`config.mk`:
```
export PLATFORM = sky130hd
export DESIGN_NAME = aes_block_ctrl
export DESIGN_NICKNAME = d
export VERILOG_FILES = /design/src/rtl/aes_block_ctrl.sv
export SDC_FILE = /design/constraint.sdc
export NUM_CORES = 1
export LEC_CHECK = 0
export ABC_AREA = 1
export ABC_CLOCK_PERIOD_IN_PS = 22900
export CAP_MARGIN = 20
export CORE_ASPECT_RATIO = 1.5
export CORE_MARGIN = 2
export CORE_UTILIZATION = 30
export CTS_CLUSTER_SIZE = 12
export DETAILED_ROUTE_END_ITERATION = 7
export HOLD_SLACK_MARGIN = 0.02
export PLACE_DENSITY_LB_ADDON = 0.08
export SLEW_MARGIN = 0
export SYNTH_ARGS = -nofsm -noshare
export SYNTH_HDL_FRONTEND = slang
export SYNTH_SLANG_ARGS = --single-unit
export TNS_END_PERCENT = 1
```
`constraint.sdc`:
```
create_clock -name Clk -period 22.9 [get_ports Clk]
set_clock_uncertainty 0.2 [all_clocks]
set_input_delay 2.29 -clock Clk [delete_from_list [all_inputs] [get_ports Clk]]
set_output_delay 2.29 -clock Clk [all_outputs]
set_load 0.005 [all_outputs]
```
`src/rtl/aes_block_ctrl.sv`:
```
// Byte-stream sequencer for a 128-bit AES core: packs key/data bytes, starts the core, serializes the result.
// Optional macro BYTE_TIMEOUT_EN adds an inter-byte gap timeout while a key or data block is partially loaded.
module aes_block_ctrl #(
  parameter int unsigned AES_TIMEOUT  = 1024,
  parameter int unsigned IDLE_TIMEOUT = 50000
) (
  input  logic         Clk,
  input  logic         Rst,
  input  logic [7:0]   rx_byte,
  input  logic         rx_valid,
  input  logic         key_reload,
  output logic [127:0] aes_key,
  output logic [127:0] aes_data,
  output logic         aes_start,
  input  logic         aes_done,
  input  logic [127:0] aes_result,
  output logic [7:0]   tx_byte,
  output logic         tx_valid,
  input  logic         tx_ready,
  output logic         busy,
  output logic         err,
  output logic [2:0]   dbg_state
);

  // tx is valid/ready: a byte moves on a rising edge with tx_valid & tx_ready both high;
  // tx_byte/tx_valid are held unchanged while tx_ready is low.
  typedef enum logic [2:0] {
    S_LOAD_KEY  = 3'd0,
    S_LOAD_DATA = 3'd1,
    S_START     = 3'd2,
    S_WAIT_AES  = 3'd3,
    S_SEND      = 3'd4
  } state_e;

  state_e        state_q, state_d;
  logic [4:0]    cnt_q, cnt_d;
  logic [119:0]  key_sh_q, key_sh_d;
  logic [127:0]  key_q, key_d;
  logic [127:0]  data_q, data_d;
  logic [127:0]  res_q, res_d;
  logic [3:0]    idx_q, idx_d;
  logic [31:0]   aes_tmr_q, aes_tmr_d;
  logic          reload_q, reload_d;
  logic          err_q, err_d;
`ifdef BYTE_TIMEOUT_EN
  logic [31:0]   gap_q, gap_d;
`else
  logic          unused_idle_cfg;
  assign unused_idle_cfg = (IDLE_TIMEOUT != 0);
`endif

  always_ff @(posedge Clk or posedge Rst) begin
    if (Rst) begin
      state_q   <= S_LOAD_KEY;
      cnt_q     <= '0;
      key_sh_q  <= '0;
      key_q     <= '0;
      data_q    <= '0;
      res_q     <= '0;
      idx_q     <= '0;
      aes_tmr_q <= '0;
      reload_q  <= 1'b0;
      err_q     <= 1'b0;
`ifdef BYTE_TIMEOUT_EN
      gap_q     <= '0;
`endif
    end else begin
      state_q   <= state_d;
      cnt_q     <= cnt_d;
      key_sh_q  <= key_sh_d;
      key_q     <= key_d;
      data_q    <= data_d;
      res_q     <= res_d;
      idx_q     <= idx_d;
      aes_tmr_q <= aes_tmr_d;
      reload_q  <= reload_d;
      err_q     <= err_d;
`ifdef BYTE_TIMEOUT_EN
      gap_q     <= gap_d;
`endif
    end
  end

  always_comb begin
    state_d   = state_q;
    cnt_d     = cnt_q;
    key_sh_d  = key_sh_q;
    key_d     = key_q;
    data_d    = data_q;
    res_d     = res_q;
    idx_d     = idx_q;
    aes_tmr_d = aes_tmr_q;
    reload_d  = reload_q;
    err_d     = err_q;
    unique case (state_q)
      S_LOAD_KEY: begin
        // A reload request while already loading the key has nothing left to do.
        if (rx_valid) begin
          key_sh_d = {key_sh_q[111:0], rx_byte};
          if (cnt_q == 5'd15) begin
            key_d   = {key_sh_q, rx_byte};
            cnt_d   = '0;
            state_d = S_LOAD_DATA;
          end else begin
            cnt_d = cnt_q + 5'd1;
          end
        end
      end
      S_LOAD_DATA: begin
        if (key_reload) begin
          cnt_d   = '0;
          state_d = S_LOAD_KEY;
        end else if (rx_valid) begin
          data_d = {data_q[119:0], rx_byte};
          if (cnt_q == 5'd15) begin
            cnt_d   = '0;
            state_d = S_START;
          end else begin
            cnt_d = cnt_q + 5'd1;
          end
        end
      end
      S_START: begin
        aes_tmr_d = '0;
        state_d   = S_WAIT_AES;
      end
      S_WAIT_AES: begin
        if (aes_done) begin
          res_d   = aes_result;
          idx_d   = '0;
          state_d = S_SEND;
        end else if (AES_TIMEOUT != 0 && aes_tmr_q == 32'(AES_TIMEOUT - 1)) begin
          err_d    = 1'b1;
          cnt_d    = '0;
          reload_d = 1'b0;
          state_d  = (reload_q || key_reload) ? S_LOAD_KEY : S_LOAD_DATA;
        end else begin
          aes_tmr_d = aes_tmr_q + 32'd1;
        end
      end
      S_SEND: begin
        if (tx_ready) begin
          if (idx_q == 4'd15) begin
            reload_d = 1'b0;
            state_d  = (reload_q || key_reload) ? S_LOAD_KEY : S_LOAD_DATA;
          end else begin
            idx_d = idx_q + 4'd1;
          end
        end
      end
      default: state_d = S_LOAD_KEY;
    endcase

    // Busy states: bytes are dropped (overrun) and reload requests are deferred.
    if (state_q == S_START || state_q == S_WAIT_AES || state_q == S_SEND) begin
      if (rx_valid) err_d = 1'b1;
      if (key_reload && state_d != S_LOAD_KEY) reload_d = 1'b1;
    end

`ifdef BYTE_TIMEOUT_EN
    gap_d = '0;
    if ((state_q == S_LOAD_KEY || state_q == S_LOAD_DATA) && cnt_q != 5'd0 &&
        !rx_valid && !key_reload) begin
      if (gap_q == 32'(IDLE_TIMEOUT - 1)) begin
        cnt_d = '0;
        err_d = 1'b1;
      end else begin
        gap_d = gap_q + 32'd1;
      end
    end
`endif
  end

  always_comb begin
    aes_start = (state_q == S_START);
    tx_valid  = (state_q == S_SEND);
    tx_byte   = 8'h00;
    if (state_q == S_SEND) begin
      for (int i = 0; i < 16; i++) begin
        if (idx_q == 4'(i)) tx_byte = res_q[127-8*i -: 8];
      end
    end
    busy      = !((state_q == S_LOAD_KEY || state_q == S_LOAD_DATA) && cnt_q == 5'd0);
    err       = err_q;
    aes_key   = key_q;
    aes_data  = data_q;
    dbg_state = state_q;
  end

endmodule
```
=== After elaboration in Yosys (flattened, before gate mapping) ===
Index checks and enable logic that the tools add are counted.

* Bits in registers: 550
* Bits in latches: 0
* RAM bits: 0
* ROM bits: 0
* Logic and storage cells: 115
* Memories kept: 0

* Add/subtract/negate cells: 3
* $mul: 0
* Divide/modulo/power cells: 0
* Order comparisons: 0
* Eq/ne operators: 27
* Shift-type cells: 0
* Mux-type cells: 53
* Bitwise logic cells: 1
* Reductions and logical operators: 21

{| class="wikitable"
|+ Operators with widths
! operator !! number
|-
| $mux W8 || 17
|-
| $mux W32 || 2
|-
| $pmux W32 S2 || 1
|-
| $add A32 B1 Y32 const B || 1
|-
| $eq A32 B10 Y1 const B || 1
|-
| $eq A4 B4 Y1 const B || 8
|-
| $mux W3 || 9
|-
| $mux W5 || 5
|-
| $eq A4 B3 Y1 const B || 4
|-
| $pmux W3 S5 || 1
|-
| $pmux W5 S3 || 1
|-
| $mux W1 || 12
|-
| $mux W4 || 3
|-
| $reduce_and A3 Y1 || 4
|-
| $ne A2 B2 Y1 const B || 5
|-
| $eq A4 B2 Y1 const B || 2
|-
| $pmux W4 S2 || 1
|-
| $eq A3 B2 Y1 const B || 2
|-
| $reduce_bool A3 Y1 || 2
|-
| $add A5 B1 Y5 const B || 1
|-
| $eq A5 B4 Y1 const B || 1
|-
| $logic_not A5 Y1 || 1
|-
| $add A4 B1 Y4 const B || 1
|-
| $eq A4 B1 Y1 const B || 1
|-
| other kinds (13) || 19
|}

=== Depth between registers and ports, before layout ===
Gate-level depths: netlist (run 1).

* Depth in word-level cells: 18
* Gate-level depth with buffers: 19
* Mapped depth without buffers: 17

=== Worst setup path after synthesis (run 1) ===
Ideal clock, no wire load.

* Path type: reg-to-output
* From: register idx_q[0]
* To: output port tx_byte[5]
* Arrival time: 1.934 ns
* Data required time: 20.410 ns
* Slack: 18.476 ns
* Cell stages (with the launch flop): 18
* Buffers on the path: 2
* Cells stage by stage: dfrtp_1 inv_1 ha_1 buf_2 inv_1 nor2_1 inv_2 clkbuf_1 nor2_1 nor2_1 nand2_1 nand3_1 nand2_1 nand3_1 nand3_1 nand3_1 nand2_1 a21oi_1

* Longest elaborated chain between the ends: 18

{| class="wikitable"
|+ RTL lines
! element !! RTL line !! source
|-
| from (decl) || 41 || <nowiki>logic [3:0] idx_q, idx_d;</nowiki>
|-
| from (signal assigned) || 74 || <nowiki>idx_q <= idx_d;</nowiki>
|-
| $logic_not A4 Y1 || 180 || <nowiki>if (idx_q == 4'(i)) tx_byte = res_q[127-8*i -: 8];</nowiki>
|-
| $mux W8 (15 in series) || 180 ||
|-
| $mux W8 (*) || 180 ||
|-
| $mux W8 (*) || 178 || <nowiki>if (state_q == S_SEND) begin</nowiki>
|-
| to (decl) || 17 || <nowiki>output logic [7:0] tx_byte,</nowiki>
|}

Every way passes the cells marked *; elsewhere a longest branch is shown, timed or not.

=== Final worst setup path (run 1) ===
* From: register idx_q[1]
* To: output port tx_byte[6]

The elaborated chain is that of the path after synthesis.

==> out/qor.csv, run 1 <==
stage,metric,value,unit
floorplanning,DIE WIDTH,229.4,um
setup_path,RR Startpoint,cnt_q[1],
synth,Yosys Warn Count,0,
floorplanning,Rows,124,
finish,post-route design area,29900,um2
sta,"Hold Vio Cnt, Final",0,
synth,Cells after Synth,2645,
sta,RSZ-0062 raised after global routing,no,
setup_path,Worst R2R Path Depth,9,
clock_network,PostCTS Resize Cnt,0,
finish,Fillers,7735,
hold_path,Hold Path Class,reg2reg,
sta,final setup vio count,0,
placement,Port Buffers,412,
sta,Final min period,6.365,ns
setup_path,RR Endpoint,aes_key[44],
clock_network,setup bufs post-CTS,0,
floorplanning,die area,78480,um2
finish,post-route insts no fill,4055,
synth,synthesis-stage register bit count,550,
clock_network,CTS tree,yes,
synth,Mapped Nets,2794,
setup_path,worst reg2reg setup slack,19.71,ns
synth,Cell variety after synth,45,
pwr,Pwr per Cell Area,126.1,nW/um2
setup_path,last element of the critical path,tx_byte[6],
clock_network,clock root buffer,clkbuf_16,
setup_path,"Arr. time, crit path",3.88,ns
global_routing,all-layer global routing usage,0.1832,
sta,Final Max Tran Viols,0,
sta,Slew headroom,0.2836,
drt,WL final,72020,um
synth,top_reg_cell synth,dfrtp_1,
drt,"antenna viol nets, final",0,
synth,Yosys top cell area share,0.6019,
drt,DRC viols,0,
drt,Pre-antenna DRT Iters,5,
clock_network,Sink Count,550,
floorplanning,IO Count,413,
synth,Netlist Area Pre-Place,22860,um2
pwr,total power,3.772,mW
setup_path,"Req. time, crit path",20.41,ns
clock_network,Worst-path clk slew,0.06,ns
synth,number of synthesized flops with an enable pin,0,
run_status,status,completed,
synth,largest cells by area after synthesis,"dfrtp_1, nand2_1, o21ai_0",
setup_path,CP Class,reg2out,
placement,Placer Congestion,0.8437,
setup_path,worst-path maximum fanout,18,
drt,vias per cell,4.584,
synth,most frequent cells after synthesis,"nand2_1, dfrtp_1, o21ai_0",
drt,DR vias,18590,
synth,register area share after synthesis,0.6019,
setup_path,CP startpoint kind,flop,
floorplanning,initial core utilization,0.3014,
synth,most numerous cell in the Yosys netlist,nand2_1,
clock_network,cts hold-fix bufs,0,
finish,Layout area overhead,30.79,%
clock_network,H-tree levels,2,
placement,Post-Place Worst Slack,16.86,ns
finish,ratio of cells with drive above 1 in the final layout,0.05154,
global_routing,total grt overflow,0,
clock_network,cts bufs inserted,57,
pwr,VDD IR-drop max,0.07722,mV
synth,ys async rst share,1.000,
flow_run,Max Cap Viol,0,
setup_path,CP Capture Type,output port,
finish,register area,13760,um2
synth,syn avg cell area,8.644,um2
sta,Peak Freq,157.1,MHz
global_routing,vias in the first global route,18980,
sta,Worst-Margin Slew,1.075,ns
placement,"Cell Area, Placed",27960,um2
hold_path,Worst Hold Depth,2,
sta,Final period util,0.2780,
sta,Final Worst Setup Slack,16.53,ns
placement,dpl hpwl,50510,um
setup_path,crit path launch,idx_q[1],
finish,Final #Nets,3158,
clock_network,worst-skew pair later-pin latency,0.64,ns
drt,First DRT Iteration DRCs,1266,
placement,Post-Place Cells,3954,
global_routing,pin count of the biggest net entering global routing,241,
finish,area of the multi-input gates,7468,um2
global_routing,antenna violations before repair,2,
pwr,leak pwr,14.05,nW
clock_network,clk buf depth,3,
global_routing,first-pass GRT wire length,112700,um
synth,Yosys top cell by area,dfrtp_1,
floorplanning,Placeable Area,75870,um2
floorplanning,die height,342.1,um
drt,post-DR wirelength/cell,17.76,um
sta,Setup TNS,0,ns
## through the flow
step	hold slack, ns	util
3_3_place_gp	0.2503	0.3678
6_report	0.2643	0.3942
5_1_grt	0.2816	0.3941
4_1_cts	0.2696	0.3929
2_1_floorplan	0.2332	-
3_5_place_dp	0.2544	0.3686
## worst min-delay path by stage
stage | from | endpoint | slack (ns)
after floorplan | res_q[104] | res_q[104] | 0.23
after global placement | res_q[7] | res_q[7] | 0.25
after detailed placement | res_q[5] | res_q[5] | 0.25
final | res_q[7] | res_q[7] | 0.26
after global routing | res_q[68] | res_q[68] | 0.28
after CTS | res_q[7] | res_q[7] | 0.27
## power by group
part / total, mW / internal (mW) / leakage [nW] / switching, mW
combinational: 1.23 / 0.567 / 6.10 / 0.664
clock: 0.935 / 0.537 / 0.906 / 0.397
sequential: 1.61 / 1.35 / 7.05 / 0.255
total: 3.77 / 2.46 / 14.0 / 1.32
## placed cells by master, fill, tap and decap left out, types with 10 or more instances in the layout
cell type | Yosys | layout
nand2_1 | 844 | 842
a21oi_1 | 110 | 110
nor3_1 | 14 | 12
clkbuf_1 | 84 | 13
clkbuf_8 | 0 | 13
clkbuf_16 | 0 | 58
inv_1 | 284 | 283
nand4_1 | 15 | 15
nor2_1 | 144 | 144
nand3_1 | 98 | 98
o21ai_1 | 10 | 10
buf_4 | 1 | 18
o21ai_0 | 351 | 351
dfrtp_1 | 550 | 550
clkdlybuf4s50_1 | 0 | 412
## worst max-delay path, cell delays in order (launching register included)
cell and delay (ns):
dfrtp_1 0.43, inv_1 0.11, ha_1 0.55, inv_1 0.22
nor2_1 0.58, inv_1 0.29, nand2_1 0.17, nand3_1 0.08
nand3_1 0.11, nand3_1 0.09, nand2_1 0.07, a21oi_1 0.06
clkdlybuf4s50_1 0.47
## layer usage
metal,global-route usage,up-vias,wire length [um]
li1,-,9061,-
met1,0.2388,8899,31510
met2,0.3036,520,34220
met3,0.03828,107,4057
met4,0.06034,2,2220
met5,0,-,16
## area by class of cell
cell class                      count  share of cell area
Antenna cell                        1          0.00008368
Clock buffer                       84             0.05615
Clock inverter                     12            0.005481
Inverter                          294             0.03728
Multi-Input combinational cell   1668              0.2497
Sequential cell                   550              0.4602
Tap cell                         1008             0.04217
Timing Repair Buffer              438              0.1489
## kinds of logic after synthesis
group,count (synthesis),synth area share
and+or+nand+nor,1160,0.2069
DFF,550,0.6019
AOI/OAI and AO/OA,488,0.1088
buffers and inverters,427,0.07273
muxes,8,0.003940
adders and majority gates,7,0.003830
xor gates and xnor gates,5,0.001915
## state kept, by name, summed over array words and instances, names as in the netlist
signal     count
cnt_q          5
aes_data     128
aes_tmr_q     32
reload_q       1
aes_key      128
key_sh_q     120
err            1
res_q        128
dbg_state      3
idx_q          4
Power figures use the tool's default switching activity.
==> run 2, diff against run 1 <==
- ABC_CLOCK_PERIOD_IN_PS: 22900 -> 5400
- clock period: 22.9 -> 5.4 ns (I/O delays scaled with it)
==> run 2 against run 1 <==
  * Register-to-register slack got worse by 18 ns
  * Sequential power grew to 4.2 times the previous value
  * Core utilization about the same
  * Sequential share of layout area about the same
  * Flip-flop and latch count unchanged
  * Highest routed layer unchanged
==> out/qor.csv, run 2 (synthesis gave the netlist of run 1 again) <==
stage,metric,value,unit,change
setup_path,CP Class,reg2out,,
pwr,VDD IR-drop max,0.2754,mV,+260%
placement,dpl hpwl,50580,um,+0.13%
global_routing,antenna violations before repair,3,,+1
finish,"most common cell after layout, fill and taps aside",nand2_1,,
global_routing,total grt overflow,0,,unchanged
hold_path,Hold Path Class,in2async,,
floorplanning,Placeable Area,75870,um2,unchanged
setup_path,"Req. time, crit path",4.66,ns,-15.75 ns
clock_network,Sink Count,550,,unchanged
drt,Pre-antenna DRT Iters,5,,unchanged
setup_path,"Arr. time, crit path",3.92,ns,+0.04 ns
finish,Final #Nets,3160,,+0.063%
clock_network,H-tree levels,2,,unchanged
drt,DR vias,18570,,-0.097%
finish,post-route insts no fill,4059,,+0.099%
setup_path,worst reg2reg setup slack,2.17,ns,-17.54 ns
clock_network,Worst-path clk slew,0.06,ns,about the same
sta,RSZ-0062 raised after global routing,no,,
sta,Final Max Tran Viols,0,,unchanged
sta,final setup vio count,0,,unchanged
drt,DRC viols,0,,unchanged
placement,Placer Congestion,0.8472,,+0.41%
clock_network,clk buf depth,3,,unchanged
setup_path,RR Endpoint,res_q[42],,
setup_path,worst-path maximum fanout,16,,-2
placement,Post-Place Cells,3957,,+0.076%
run_status,status,completed,,
sta,"Hold Vio Cnt, Final",0,,unchanged
setup_path,CP Capture Type,output port,,
finish,Ant. Diodes,0,,-1
global_routing,first-pass GRT wire length,111700,um,-0.92%
global_routing,all-layer global routing usage,0.1808,,-0.002392
floorplanning,DIE WIDTH,229.4,um,unchanged
drt,vias per cell,4.575,,-0.20%
sta,Peak Freq,214.6,MHz,
placement,Post-Place Worst Slack,1.007,ns,-15.85 ns
floorplanning,initial core utilization,0.3014,,unchanged
clock_network,cts bufs inserted,58,,+1.8%
sta,hold_ws,0.1711,ns,-0.09323 ns
flow_run,Max Cap Viol,0,,unchanged
floorplanning,IO Count,413,,unchanged
floorplanning,die height,342.1,um,unchanged
sta,Worst-Margin Slew,0.9851,ns,-0.08952 ns
finish,most frequent cells in the layout,"nand2_1, dfrtp_1, clkdlybuf4s50_1",,
placement,Port Buffers,412,,unchanged
pwr,total power,16.05,mW,+330%
drt,WL final,71570,um,-0.63%
clock_network,setup bufs post-CTS,0,,unchanged
clock_network,cts hold-fix bufs,0,,unchanged
global_routing,vias in the first global route,19060,,+0.41%
sta,Final period util,0.8629,,
setup_path,CP startpoint kind,flop,,
sta,Final min period,4.659,ns,
sta,Slew headroom,0.3433,,+0.05968
setup_path,RR Startpoint,dbg_state[2],,
finish,ratio of cells with drive above 1 in the final layout,0.05277,,+0.001227
pwr,Pwr per Cell Area,536.5,nW/um2,+330%
sta,Final Worst Setup Slack,0.7406,ns,-15.79 ns
drt,First DRT Iteration DRCs,1228,,-3.0%
clock_network,worst-skew pair later-pin latency,0.65,ns,about the same
setup_path,Worst R2R Path Depth,9,,unchanged
drt,post-DR wirelength/cell,17.63,um,-0.73%
clock_network,CTS tree,yes,,
finish,Layout area overhead,30.80,%,about the same
floorplanning,Rows,124,,unchanged
clock_network,clock root buffer,clkbuf_16,,
clock_network,PostCTS Resize Cnt,0,,unchanged
drt,"antenna viol nets, final",0,,unchanged
pwr,leak pwr,14.04,nW,about the same
global_routing,pin count of the biggest net entering global routing,153,,-37%
floorplanning,die area,78480,um2,unchanged
## run 2: cell count changes in the layout (fill, tap and decap cells not counted), moves of 2 or more
cell,delta
buf_12,+3
buf_4,+2
buf_16,-4
clkinvlp_4,+2
## run 2: worst max-delay path, stage by stage, from the launching register on
cell             delay, ns
dfrtp_1               0.42
inv_1                 0.13
ha_1                  0.45
nand3_1               0.54
nand2_1               0.21
inv_1                 0.05
nand2_1               0.06
nand2_1               0.07
nand2_1               0.09
nand2_1               0.06
nand3_1               0.08
nand2_1               0.09
nand3_1               0.09
nand3_1               0.08
nand3_1               0.09
nand2_1               0.06
a21oi_1               0.16
clkdlybuf4s50_1       0.53
## run 2: power by group
group	internal (mW)	switching, mW	leakage (nW)
Sequential	5.73	1.10	7.05
Combinational	2.40	2.80	6.08
Clock	2.30	1.72	0.921
## run 2: layer usage
| metal | global-route usage | vias up | part of all wire |
|---|---|---|---|
| met1 | 0.2386 | 8922 | 0.45 |
| met2 | 0.3039 | 478 | 0.48 |
| met3 | 0.03221 | 92 | 0.047 |
| met4 | 0.05222 | 6 | 0.025 |
| met5 | 0 | - | 0.00052 |
| li1 | - | 9073 | - |
## run 2: how the worst max path moves through the flow
stage / startpoint / to / slack, ns / depth (start not counted)
after floorplan: Rst / aes_data[0] / -2.82 / 1
after global placement: idx_q[2] / tx_byte[0] / 1.04 / 16
after detailed placement: idx_q[2] / tx_byte[0] / 1.01 / 16
after CTS: idx_q[2] / tx_byte[0] / 0.29 / 16
after global routing: idx_q[0] / tx_byte[6] / 0.39 / 12
final: idx_q[0] / tx_byte[6] / 0.74 / 17
## run 2: metrics by stage
stage          utilization  setup TNS, ns  instance area, um2
2_1_floorplan            -       -1553.12               22870
3_3_place_gp        0.3688              0               27980
3_5_place_dp        0.3688              0               27980
4_1_cts             0.3936              0               29860
5_1_grt             0.3942              0               29910
6_report            0.3942              0               29910
## run 2: final cells by class
class / instances / area [um2]
clock buffer: 85 / 1683
clock inverter: 15 / 202.7
fill: 7763 / 45960
inverter: 294 / 1111
multi-input combinational: 1668 / 7468
sequential: 550 / 13760
tap: 1008 / 1261
timing repair buffer: 439 / 4417
==> run 3, diff against run 2 <==
- TNS_END_PERCENT: 1 -> 30
==> results of run 3 <==
Same layout as run 2: the final DEF is identical, and so are final timing and power.
